[config.mk]
export PLATFORM = sky130hd
export DESIGN_NAME = xor_csum_arbiter
export DESIGN_NICKNAME = d
export VERILOG_FILES = /design/src/rtl/xor_csum_pkg.sv /design/src/rtl/xor_csum_arbiter_rr_arbiter.sv /design/src/rtl/xor_csum_arbiter.sv
export SDC_FILE = /design/constraint.sdc
export NUM_CORES = 1
export LEC_CHECK = 0
export CAP_MARGIN = 40
export CORE_ASPECT_RATIO = 1.4
export CORE_UTILIZATION = 43
export DETAILED_ROUTE_END_ITERATION = 7
export PLACE_DENSITY = 0.8
export REMOVE_ABC_BUFFERS = 1
export SLEW_MARGIN = 15
export SYNTH_ARGS = -nofsm -noshare
export SYNTH_HDL_FRONTEND = slang
export SYNTH_SLANG_ARGS = --single-unit
[constraint.sdc]
create_clock -name clk -period 2.2 [get_ports clk]
set_clock_uncertainty 0.15 [all_clocks]
set_input_delay 0.44 -clock clk [delete_from_list [all_inputs] [get_ports clk]]
set_output_delay 0.44 -clock clk [all_outputs]
set_load 0.02 [all_outputs]
[src/rtl/xor_csum_pkg.sv]
// Shared types and helpers for the XOR checksum arbiter: FSM states, default sizes,
// and the round-robin search used by rr_arbiter.
package xor_csum_pkg;

    localparam int DEF_NREQ = 4;
    localparam int DEF_W    = 8;
    localparam int MAX_NREQ = 8;

    typedef enum logic [1:0] {
        IDLE = 2'd0,
        BUSY = 2'd1,
        DONE = 2'd2
    } state_t;

    // Returns {found, index}: the first set bit of req searching upward from
    // (last+1) mod nreq, wrapping around.
    function automatic logic [3:0] rr_pick(
        input logic [MAX_NREQ-1:0] req,
        input logic [2:0]          last,
        input int                  nreq
    );
        logic [3:0] res;
        int         idx;
        res = '0;
        for (int off = 1; off <= MAX_NREQ; off++) begin
            if (off <= nreq) begin
                idx = (int'(last) + off) % nreq;
                if (!res[3] && req[idx]) begin
                    res = {1'b1, 3'(idx)};
                end
            end
        end
        return res;
    endfunction

endpackage

[src/rtl/xor_csum_arbiter_rr_arbiter.sv]
// Combinational round-robin picker: one-hot grant plus encoded index of the
// first requester after last_grant. Zero latency, no state.
module rr_arbiter
    import xor_csum_pkg::*;
#(
    parameter int NREQ = DEF_NREQ,
    parameter int IDW  = $clog2(NREQ)
) (
    input  logic [NREQ-1:0] req,
    input  logic [IDW-1:0]  last_grant,
    output logic [NREQ-1:0] grant_oh,
    output logic [IDW-1:0]  grant_idx
);

    logic [MAX_NREQ-1:0] req_ext;
    logic [2:0]          last_ext;
    logic [3:0]          pick;
    logic                unused_pick;

    always_comb begin
        req_ext               = '0;
        req_ext[NREQ-1:0]     = req;
        last_ext              = '0;
        last_ext[IDW-1:0]     = last_grant;
    end

    assign pick        = rr_pick(req_ext, last_ext, NREQ);
    assign grant_idx   = pick[IDW-1:0];
    assign unused_pick = ^pick;

    always_comb begin
        grant_oh = '0;
        for (int i = 0; i < NREQ; i++) begin
            grant_oh[i] = pick[3] && (grant_idx == IDW'(i));
        end
    end

endmodule

[src/rtl/xor_csum_arbiter.sv]
// Shared XOR checksum accumulator with round-robin, frame-granular arbitration.
// Optional out_parity port when XOR_CSUM_PARITY_EN is defined.
module xor_csum_arbiter
    import xor_csum_pkg::*;
#(
    parameter int NREQ = DEF_NREQ,
    parameter int W    = DEF_W,
    parameter int IDW  = $clog2(NREQ)
) (
    input  logic            clk,
    input  logic            rst_n,
    input  logic [NREQ-1:0] req_valid,
    input  logic [NREQ-1:0] req_last,
    input  logic [NREQ*W-1:0] req_data,
    output logic [NREQ-1:0] req_ready,
    output logic            out_valid,
    input  logic            out_ready,
    output logic [W-1:0]    out_data,
`ifdef XOR_CSUM_PARITY_EN
    output logic            out_parity,
`endif
    output logic [IDW-1:0]  out_id
);

    state_t          state, state_nxt;
    logic [IDW-1:0]  grant;
    logic [IDW-1:0]  last_grant;
    logic [W-1:0]    acc;
    logic [W-1:0]    out_data_q;
    logic [IDW-1:0]  out_id_q;

    logic [NREQ-1:0] arb_oh;
    logic [IDW-1:0]  arb_idx;
    logic            any_req;
    logic [W-1:0]    word;
    logic            word_vld;
    logic            word_last;
    logic            beat;
    logic [W-1:0]    folded;

    rr_arbiter #(.NREQ(NREQ), .IDW(IDW)) u_arb (
        .req        (req_valid),
        .last_grant (last_grant),
        .grant_oh   (arb_oh),
        .grant_idx  (arb_idx)
    );

    assign any_req = |arb_oh;

    // Select the owning requester's lane; only its inputs matter while BUSY.
    always_comb begin
        word      = '0;
        word_vld  = 1'b0;
        word_last = 1'b0;
        for (int i = 0; i < NREQ; i++) begin
            if (grant == IDW'(i)) begin
                word      = req_data[i*W +: W];
                word_vld  = req_valid[i];
                word_last = req_last[i];
            end
        end
    end

    always_comb begin
        req_ready = '0;
        for (int i = 0; i < NREQ; i++) begin
            req_ready[i] = (state == BUSY) && (grant == IDW'(i));
        end
    end

    assign beat   = (state == BUSY) && word_vld;
    assign folded = acc ^ word;

    always_comb begin
        state_nxt = state;
        case (state)
            IDLE:    if (any_req)           state_nxt = BUSY;
            BUSY:    if (beat && word_last) state_nxt = DONE;
            DONE:    if (out_ready)         state_nxt = IDLE;
            default:                        state_nxt = IDLE;
        endcase
    end

    always_ff @(posedge clk) begin
        if (!rst_n) begin
            state <= IDLE;
        end else begin
            state <= state_nxt;
        end
    end

    always_ff @(posedge clk) begin
        if (!rst_n) begin
            grant      <= '0;
            last_grant <= IDW'(NREQ - 1);
            acc        <= '0;
            out_data_q <= '0;
            out_id_q   <= '0;
        end else begin
            case (state)
                IDLE: begin
                    if (any_req) begin
                        grant <= arb_idx;
                        acc   <= '0;
                    end
                end
                BUSY: begin
                    if (beat) begin
                        acc <= folded;
                        if (word_last) begin
                            out_data_q <= folded;
                            out_id_q   <= grant;
                        end
                    end
                end
                DONE: begin
                    if (out_ready) begin
                        last_grant <= grant;
                    end
                end
                default: ;
            endcase
        end
    end

`ifdef XOR_CSUM_PARITY_EN
    logic parity_q;

    always_ff @(posedge clk) begin
        if (!rst_n) begin
            parity_q <= 1'b0;
        end else if (beat && word_last) begin
            parity_q <= ^folded;
        end
    end

    assign out_parity = parity_q;
`endif

    assign out_valid = (state == DONE);
    assign out_data  = out_data_q;
    assign out_id    = out_id_q;

endmodule

After elaboration in Yosys (flattened, before gate mapping):

Cells that the tools add are included.

* add/subtract/negate cells: 4
* magnitude comparators: 4
* eq/ne operators: 12
* multiplexer cells: 35
* bitwise gates (word level): 5
* reduce and logical (&&, ||, !) cells: 30

Operators by type and width (count)
* $mux W8: 6
* $lt A3 B5 Y1 const B: 4
* $mux W1: 16
* $mux W4: 4
* $pmux W8 S2: 1
* $logic_and A1 B1 Y1: 13
* $bmux W1 S3: 4
* $eq A2 B2 Y1 const B: 5
* $reduce_and A3 Y1: 3
* $reduce_or A2 Y1: 4
* $xor A8 B8 Y8: 1
* $eq A2 B1 Y1 const B: 3
* $logic_not A2 Y1: 3
* $mux W2: 3
* $pmux W2 S3: 1
* $add A2 B1 Y2 const B: 2
* $add A2 B2 Y2 const B: 2
* $and A1 B1 Y1 const A: 4
* $ne A2 B1 Y1 const B: 2
* $ne A2 B2 Y1 const B: 2
* $reduce_and A2 Y1: 2
* $reduce_or A4 Y1: 1
* $logic_not A1 Y1: 3
* $reduce_bool A2 Y1: 1

* flip-flop bits (word level): 24
* input port bits: 43
* output and inout port bits: 15
* word-level logic and storage cells: 96

Longest topological paths before layout:

Gate-level depths: netlist of the first run.

* word-level depth: 21
* depth in mapped cells: 7
* gate-level depth less buffers: 4

By module:

From an unflattened synthesis of the first run, not the netlist that was laid out.

* cell total of the unflattened synthesis: 160
* area, all modules: 1630.3 um2

By module, submodules not included
* xor_csum_arbiter: times used 1, cells an instance 132, area an instance 1447.6 um2
* rr_arbiter: times used 1, cells an instance 28, area an instance 182.7 um2

Worst setup path before layout of the first run:

Ideal clock, no wire load.

* path kind: reg2out
* start: register state[0]
* end: output req_ready[0]
* arrival: 1.542 ns
* required time: 1.610 ns
* setup slack: 0.068 ns
* cell stages (with the launch flop): 5
* buffers on the path: 2
* cells stage by stage: dfxtp_1 nor2b_1 clkbuf_1 clkbuf_1 nor3b_1

* longest elaborated chain between the ends: 2

Ends and longest elaborated chain
* from (decl): RTL line xor_csum_arbiter.sv:25 `state_t state, state_nxt;`
* from (signal assigned): RTL line xor_csum_arbiter.sv:88 `state <= state_nxt;`
* $eq A2 B1 Y1: RTL line xor_csum_arbiter.sv:67 `req_ready[i] = (state == BUSY) && (grant == IDW'(i));`
* $logic_and A1 B1 Y1: RTL line xor_csum_arbiter.sv:67
* to (decl): RTL line xor_csum_arbiter.sv:15 `output logic [NREQ-1:0] req_ready,`

No other way between the ends.

Final worst setup path of the first run:

* start: register state[1]
* end: output out_valid

* longest elaborated chain between the ends: 1

Ends and longest elaborated chain
* $eq A2 B2 Y1: RTL line xor_csum_arbiter.sv:140 `assign out_valid = (state == DONE);`
* to (decl): RTL line xor_csum_arbiter.sv:16 `output logic out_valid,`

No other way between the ends.

==> results of run 1 <==
==> power by group <==
part           switching [mW]  total, mW  internal, mW
clock network           0.136      0.258         0.122
registers              0.0349      0.506         0.471
logic                   0.185      0.442         0.257
total                   0.355       1.21         0.851
==> logic make-up (layout without fill, tap and decap cells) <==
group / Yosys count / after routing / synth area share
xor+xnor: 8 / 8 / 0.0497
simple gates: 36 / 36 / 0.150
compound gates: 41 / 41 / 0.209
flops: 24 / 24 / 0.341
buf+inv: 14 / 74 / 0.0622
mux: 14 / 14 / 0.188
==> placed cells by master (no fill, tap or decap), drive strengths merged, types with 3 or more instances in the layout <==
master	count
and3	10
dfxtp	24
a21oi	8
nor2	3
xnor2	8
nor2b	7
nand2	5
nand3	5
clkdlybuf4s50	53
buf	12
mux4	10
mux2i	4
a31o	8
clkbuf	3
dlygate4sd2	4
o211ai	8
o21ai	9
==> registers in the layout, indices dropped and copies added (netlist names) <==
signal,flops
last_grant,2
grant,2
state,2
out_data,8
out_id,2
acc,8
==> stage by stage <==
step	utilization	std cells
4_1_cts	0.670	236
6_report	0.670	236
3_3_place_gp	0.657	233
3_5_place_dp	0.657	233
2_1_floorplan	-	125
5_1_grt	0.670	236
==> critical path: cells and delay by family (launching register included) <==
kind	cells	cell delay (ns)
buf+inv	1	0.64
simple gates	1	0.25
flops	1	0.36
==> per-layer routing <==
layer / up-vias / global-route usage
met5: - / 0
met4: 0 / 0.0833
met3: 12 / 0.0439
met2: 51 / 0.424
met1: 628 / 0.218
li1: 637 / -
==> timing repair <==
item	in CTS	in global routing
resized for setup	7	0
hold buffers	0	0
setup endpoints to repair	4	0
==> path summary, 6_finish.rpt <==
check	startpoint	end	slack (ns)	cells past startpoint
worst max-delay path	state[1]	out_valid	0.09	2
worst min-delay path	last_grant[0]	last_grant[0]	0.37	2
worst max register to register	grant[0]	acc[3]	0.28	5
worst min register to register	last_grant[0]	last_grant[0]	0.37	2
==> final cells by class <==
cell class	instances	area, um2	area share
Inverter	2	7.51	0.00359
Multi-Input combinational cell	99	846	0.404
Clock buffer	3	41.3	0.0197
Tap cell	39	48.8	0.0233
Sequential cell	24	482	0.230
Timing Repair Buffer	69	668	0.319
==> impl_metrics.json, run 1 <==
{
  "status": "finished, final reports clean",
  "worst-path-max-fanout": 5,
  "fmax_mhz": 475,
  "firstDrtPassIters": 4,
  "synth_edf_count": 0,
  "wl_met1_um": 1270,
  "tightest_slew_ns": 0.301,
  "yosysMostFrequentCell": "dfxtp_1",
  "whs_ns": 0.367,
  "cts_tree": "yes",
  "hpwl_um": 2850,
  "synth.top_cell.area_share": 0.341,
  "place.gp.congestion": 0.717,
  "synth_area_leaders": "dfxtp_1, mux4_2, a31o_2",
  "min_path_type": "reg -> reg",
  "power_density_nw_per_um2": 576,
  "postCtsSetupBuffers": 0,
  "ir_drop_mv": 0.339,
  "critPathMaxStageDelay_ns": 0.64,
  "cts_buffer_depth": 2,
  "final_max_slew_viol_count": 0,
  "grt_pass1_vias": 1384,
  "htree_levels": 1,
  "seq_area_frac_synth": 0.341,
  "finalPower_mw": 1.21,
  "ys_ff_latch": 24,
  "finalCritPeriodShare": 0.957,
  "cp.required_ns": 1.61,
  "timing.setup.tns_ns": 0,
  "final_nets": 242,
  "synth_top_cells_by_count": "dfxtp_1, mux4_2, and3_1",
  "worst_ep_arrival_time_ns": 1.52,
  "synth.distinct_cells": 34,
  "cap_violations": 0,
  "fp.dieH_um": 69.7,
  "drc": 0,
  "clock_latency_ns": 0.26,
  "syn_to_final_growth_pct": 48.6,
  "die_width_um": 50.4,
  "period_minus_slack_ns": 2.11,
  "final_area_um2": 2090,
  "hold_viol": 0,
  "path_clk_slew_ns": 0.08,
  "cts_buffers": 3,
  "antenna_found_initial": 0,
  "cpMaxStageDelayCell": "clkdlybuf4s50_1",
  "syn_area_um2": 1410,
  "ys_async_sr_fraction": 0,
  "critical_path_class": "reg -> out",
  "dr_wl_met3_um": 200,
  "grt_use_total": 0.219,
  "cts_sinks": 24,
  "io_pins": 58,
  "path_cells": "nor2b_2, clkdlybuf4s50_1",
  "fin_ws_ns": 0.0942,
  "grt_pass1_wl_um": 5940,
  "fill_cells": 269,
  "synthCells": 137,
  "detailroute.wirelength.met2_um": 2100,
  "cts-root-buf": "clkbuf_8",
  "pre_cts_ws_ns": -0.0577,
  "drt_iter0_markers": 51,
  "port_buffers": 57,
  "grt.overflow.total": 0,
  "p_leak_nw": 0.814,
  "rows": 24,
  "viasPerCell": 5.63,
  "yosys_warnings": 0,
  "yosys.area.top_type": "dfxtp_1",
  "rsz0062_at_grt": "false",
  "ant_nets": 0,
  "dieArea_um2": 3510,
  "vias": 1328,
  "end_kind": "output pin",
  "drive_above_1_share": 0.203,
  "antenna_cells": 0,
  "core-area_um2": 3120,
  "finalWirelength_um": 3630,
  "start_util": 0.451,
  "placed_area_um2": 2050,
  "wl_per_cell_um": 15.4,
  "grt_max_degree": 25,
  "finalSetupViolCount": 0,
  "slew_headroom": 0.798,
  "cp-start-kind": "flop",
  "synth_flop_cell": "dfxtp_1",
  "routed.top_layer": "met4",
  "syn_area_per_cell_um2": 10.3
}
Power figures use the tool's default switching activity.
==> inputs of run 2 (changes only) <==
- SLEW_MARGIN: 15 -> not set
==> results of run 2 <==
No change in the layout: final DEF, timing and power equal those of run 1.
==> inputs of run 3 (changes only) <==
- GPL_ROUTABILITY_DRIVEN: not set -> 0
==> results of run 3 <==
No change in the layout: final DEF, timing and power equal those of run 1.
